==> src/rtl/shift_q_ctrl.sv <==
// Frame sequencer for the serial-to-parallel IQ shift register: gates its enable,
// splits a burst into L-bit frames with one flush shift each, and hands frames off via valid/ready.
module shift_q_ctrl #(
    parameter int SIZEIQ = 160,
    parameter int L      = 80,
    localparam int NF    = SIZEIQ / L,
    localparam int FIW   = $clog2(NF) + 1,
    localparam int BCW   = $clog2(L + 1)
) (
    input  logic           C,
    input  logic           RN,
    input  logic           START,
    input  logic           ABORT,
    input  logic           D,
    input  logic           DV,
    input  logic           FR,
    output logic           E,
    output logic           QO,
    output logic           FV,
    output logic [FIW-1:0] FIDX,
    output logic [BCW-1:0] BCNT,
    output logic           BUSY,
    output logic           DONE,
    output logic           OVR
);

    typedef enum logic [1:0] {
        S_IDLE,
        S_SHIFT,
        S_FLUSH,
        S_HOLD
    } state_t;

    state_t         r_state;
    logic           r_e;
    logic           r_qo;
    logic           r_fv;
    logic [FIW-1:0] r_fidx;
    logic [BCW-1:0] r_bcnt;
    logic           r_busy;
    logic           r_done;
    logic           r_ovr;

    state_t         w_state_nx;
    logic           w_e_nx;
    logic           w_qo_nx;
    logic           w_fv_nx;
    logic [FIW-1:0] w_fidx_nx;
    logic [BCW-1:0] w_bcnt_nx;
    logic           w_done_nx;
    logic           w_ovr_nx;

    always_comb begin
        w_state_nx = r_state;
        w_e_nx     = 1'b0;
        w_qo_nx    = 1'b0;
        w_fv_nx    = r_fv;
        w_fidx_nx  = r_fidx;
        w_bcnt_nx  = r_bcnt;
        w_done_nx  = 1'b0;
        w_ovr_nx   = r_ovr;

        if (r_state == S_IDLE) begin
            if (START && !ABORT) begin
                w_state_nx = S_SHIFT;
                w_fidx_nx  = '0;
                w_bcnt_nx  = '0;
            end
        end else if (ABORT) begin
            w_state_nx = S_IDLE;
            w_fv_nx    = 1'b0;
            w_fidx_nx  = '0;
            w_bcnt_nx  = '0;
        end else begin
            case (r_state)
                S_SHIFT: begin
                    if (DV) begin
                        w_e_nx    = 1'b1;
                        w_qo_nx   = D;
                        w_bcnt_nx = r_bcnt + BCW'(1);
                        if (r_bcnt == BCW'(L - 1))
                            w_state_nx = S_FLUSH;
                    end
                end
                S_FLUSH: begin
                    // Extra zero shift moves the complete frame onto the lagging tap.
                    w_e_nx     = 1'b1;
                    w_state_nx = S_HOLD;
                    if (DV)
                        w_ovr_nx = 1'b1;
                end
                S_HOLD: begin
                    if (DV)
                        w_ovr_nx = 1'b1;
                    if (r_fv && FR) begin
                        w_fv_nx   = 1'b0;
                        w_bcnt_nx = '0;
                        if (r_fidx == FIW'(NF - 1)) begin
                            w_done_nx  = 1'b1;
                            w_fidx_nx  = '0;
                            w_state_nx = S_IDLE;
                        end else begin
                            w_fidx_nx  = r_fidx + FIW'(1);
                            w_state_nx = S_SHIFT;
                        end
                    end else begin
                        w_fv_nx = 1'b1;
                    end
                end
                default: w_state_nx = S_IDLE;
            endcase
        end
    end

    always_ff @(posedge C) begin
        if (!RN) begin
            r_state <= S_IDLE;
            r_e     <= 1'b0;
            r_qo    <= 1'b0;
            r_fv    <= 1'b0;
            r_fidx  <= '0;
            r_bcnt  <= '0;
            r_busy  <= 1'b0;
            r_done  <= 1'b0;
            r_ovr   <= 1'b0;
        end else begin
            r_state <= w_state_nx;
            r_e     <= w_e_nx;
            r_qo    <= w_qo_nx;
            r_fv    <= w_fv_nx;
            r_fidx  <= w_fidx_nx;
            r_bcnt  <= w_bcnt_nx;
            r_busy  <= (w_state_nx != S_IDLE);
            r_done  <= w_done_nx;
            r_ovr   <= w_ovr_nx;
        end
    end

    assign E    = r_e;
    assign QO   = r_qo;
    assign FV   = r_fv;
    assign FIDX = r_fidx;
    assign BCNT = r_bcnt;
    assign BUSY = r_busy;
    assign DONE = r_done;
    assign OVR  = r_ovr;

endmodule

==> config.mk <==
export PLATFORM = sky130hd
export DESIGN_NAME = shift_q_ctrl
export DESIGN_NICKNAME = d
export VERILOG_FILES = /design/src/rtl/shift_q_ctrl.sv
export SDC_FILE = /design/constraint.sdc
export NUM_CORES = 1
export LEC_CHECK = 0
export CAP_MARGIN = 15
export CORE_ASPECT_RATIO = 1.25
export CORE_MARGIN = 1
export CORE_UTILIZATION = 43
export DETAILED_ROUTE_END_ITERATION = 12
export MAX_ROUTING_LAYER = met4
export PLACE_DENSITY = 0.73
export SYNTH_ARGS = -nofsm -noshare
export SYNTH_HDL_FRONTEND = slang
export SYNTH_SLANG_ARGS = --single-unit
==> constraint.sdc <==
create_clock -name C -period 1.85 [get_ports C]
set_input_delay 0.2775 -clock C [delete_from_list [all_inputs] [get_ports C]]
set_output_delay 0.2775 -clock C [all_outputs]
set_load 0.1 [all_outputs]
==> run metrics, run 1 <==
outcome finished clean; Max Fclk 571 MHz; top fanout value on the critical path 6; synth cell count leaders 17 x dfxtp_1, 10 x a21oi_1, 8 x inv_1; most common cell in the netlist dfxtp_1; worst path arrival time 1.91 ns; Antenna Cells 0; clock skew around 0.0026 ns; Critical Path End Type register; fin crit period 1.75 ns; Pwr Density 543 nW/um^2; Reg power frac 0.522; width of the die roughly 44 um; post-layout power 719 uW; DR vias 931; global-route wire length before repair 3660 um; R2R depth 5; number of global-route vias before repair 878; VDD IR max 434 uV; CTS sink count 17; drt wl/cell ~14 um; Tightest Hold Check Type reg -> reg; CTS buffer count 3; antenna-violating nets left 0; Slew Limit Fails 0; initial antenna violation count 0; Clk Latency, worst-skew pair about 0.3 ns; GRT overflow 0; synth unique cells 42; number of hold buffers added after CTS 0; pin count of the biggest net entering global routing 13; sw frac 0.297; Root Driver clkbuf_4; Switch Pwr about 210 uW; Slew @ Worst Pin 0.441 ns; setup TNS 0 ns; Starting Density 0.470; Period Utilization, post-route 0.946; combinational fraction of design power 0.192; Core ar. between 2000 and 2500 sq um; ys flop type dfxtp_1; WHS Path Cells 2; Synth area leaders dfxtp_1 36%, ha_1 7.9%, a21oi_1 5.2%; PortBufs 21; Crit Path Class reg -> reg; routability cong. 0.869; async set-reset flop share out of synthesis 0; clock share of power 0.286; Synth top area share 0.357; dpl hpwl 1750 um; Lkg Pwr ~0.55 nW; Post-Syn Area per Cell 8.99 sq um; Rows 18; RSZ-0062 raised after global routing no; Critical Path Start Type register; H-tree depth 1; flops & latches, synth 17; clock slew at reported path FFs ~0.10 ns; DR pass1 iterations 6; worst path required time 2.01 ns; Core Util, Final 0.654; post-synth top area cell dfxtp_1; Iteration-0 DRC Markers 13; Internal ~500 uW; relative slew slack 0.702; drt total wl 2210 um; DRC 0; post-synthesis cell area about 950 sq um; gr usage total 0.208; share of layout cells above drive strength 1 0.373; Post-synth EDFFs 0; YS warnings 0; max-cap viol count 0; Final Hold Viols 0; CTS tree done; setup violators final 0; Die Area 2410 sq um; syn_nets 119; Vias/cell between 5 and 6; Mapped Cells 106; nets 156; Top Ports 22; maximum clock path buffer count 2; area delta synth->final 39.0%; DIE HEIGHT 54.6 um; sequential cell area fraction in the yosys report 0.357
==> cell families (layout without fill, tap and decap cells) <==
logic type,count (synthesis),count (layout),share of synthesized area
simple gates,36,36,0.242
compound gates,33,33,0.236
flops,17,17,0.357
buf+inv,12,48,0.0656
fa+ha+maj,6,6,0.0787
mux,2,2,0.0210
==> cell type report <==
type	instances	area [sq um]
clock buffer	3	22.5
clock inverter	1	5.00
fill	178	702
inverter	8	30.0
multi-input combinational	77	576
sequential	17	357
tap	20	25.0
timing repair buffer	36	310
==> cell usage in the layout, fill, tap and decap left out, types with 3 or more instances in the layout <==
cell,count
inv_1,8
ha_1,3
dfxtp_1,10
o21ai_0,4
dfxtp_4,3
dfxtp_2,4
a21oi_1,10
nor2_1,3
o31ai_1,4
clkbuf_4,3
clkdlybuf4s50_1,6
nand2_1,5
buf_4,28
or4_1,4
==> sequential cells by signal, summed over array words and instances (netlist names) <==
name	cells
BCNT	7
FIDX	2
r_state	2
BUSY	1
DONE	1
E	1
FV	1
OVR	1
QO	1
==> routing by layer <==
metal  up-vias  GRT usage  share of wire
met1       433      0.232           0.42
met2        19      0.382           0.53
met5         -          -              0
met3         5     0.0198          0.032
li1        474          -              -
met4         0     0.0758          0.014
==> critical path, stage by stage, from the launching register on <==
cell and delay [ns]:
dfxtp_4 0.40, ha_4 0.14, nand3_2 0.08, or4_4 0.48
a222oi_1 0.35, o211ai_1 0.16
==> final timing paths <==
check / from / end / slack, ns
worst min-delay path: OVR$_SDFFE_PN0P_ / OVR$_SDFFE_PN0P_ / 0.49
worst max register to register: BCNT[0]$_SDFFE_PN0P_ / BUSY$_SDFF_PN0_ / 0.10
worst max-delay path: BCNT[0]$_SDFFE_PN0P_ / BUSY$_SDFF_PN0_ / 0.10
worst min register to register: OVR$_SDFFE_PN0P_ / OVR$_SDFFE_PN0P_ / 0.49
==> through the flow <==
stage	hold WS, ns	setup slack (ns)	area, sq um	std cells
4_1_cts	0.498	0.0237	1310	161
3_3_place_gp	0.456	-0.174	1280	157
3_5_place_dp	0.474	-0.205	1280	157
6_report	0.491	0.100	1330	162
2_1_floorplan	0.395	-0.0797	981	106
5_1_grt	0.525	0.00579	1330	162
==> power by group through the flow <==
stage / Sequential (mW) / Clock (mW) / Combinational [mW]
after floorplan: 0.409 / 0 / 0.0586
after global placement: 0.383 / 0 / 0.131
after detailed placement: 0.384 / 0 / 0.133
after CTS: 0.375 / 0.211 / 0.135
after global routing: 0.376 / 0.230 / 0.149
final: 0.376 / 0.206 / 0.138
==> timing repair <==
item	CTS	global route
gates cloned	0	0
buffers inserted	0	1
setup endpoints to repair	4	7
pin swaps	0	1
gates resized for setup	1	4
Note: power is estimated with default switching activity, not from simulation.
==> inputs of run 2 (changes only) <==
--- a/config.mk
+++ b/config.mk
@@ -5,6 +5,7 @@
 export SDC_FILE = /design/constraint.sdc
 export NUM_CORES = 1
 export LEC_CHECK = 0
+export ABC_CLOCK_PERIOD_IN_PS = 1850
 export CAP_MARGIN = 15
 export CORE_ASPECT_RATIO = 1.25
 export CORE_MARGIN = 1
==> results of run 2 <==
Same layout as run 1: the final DEF is identical, and so are final timing and power.
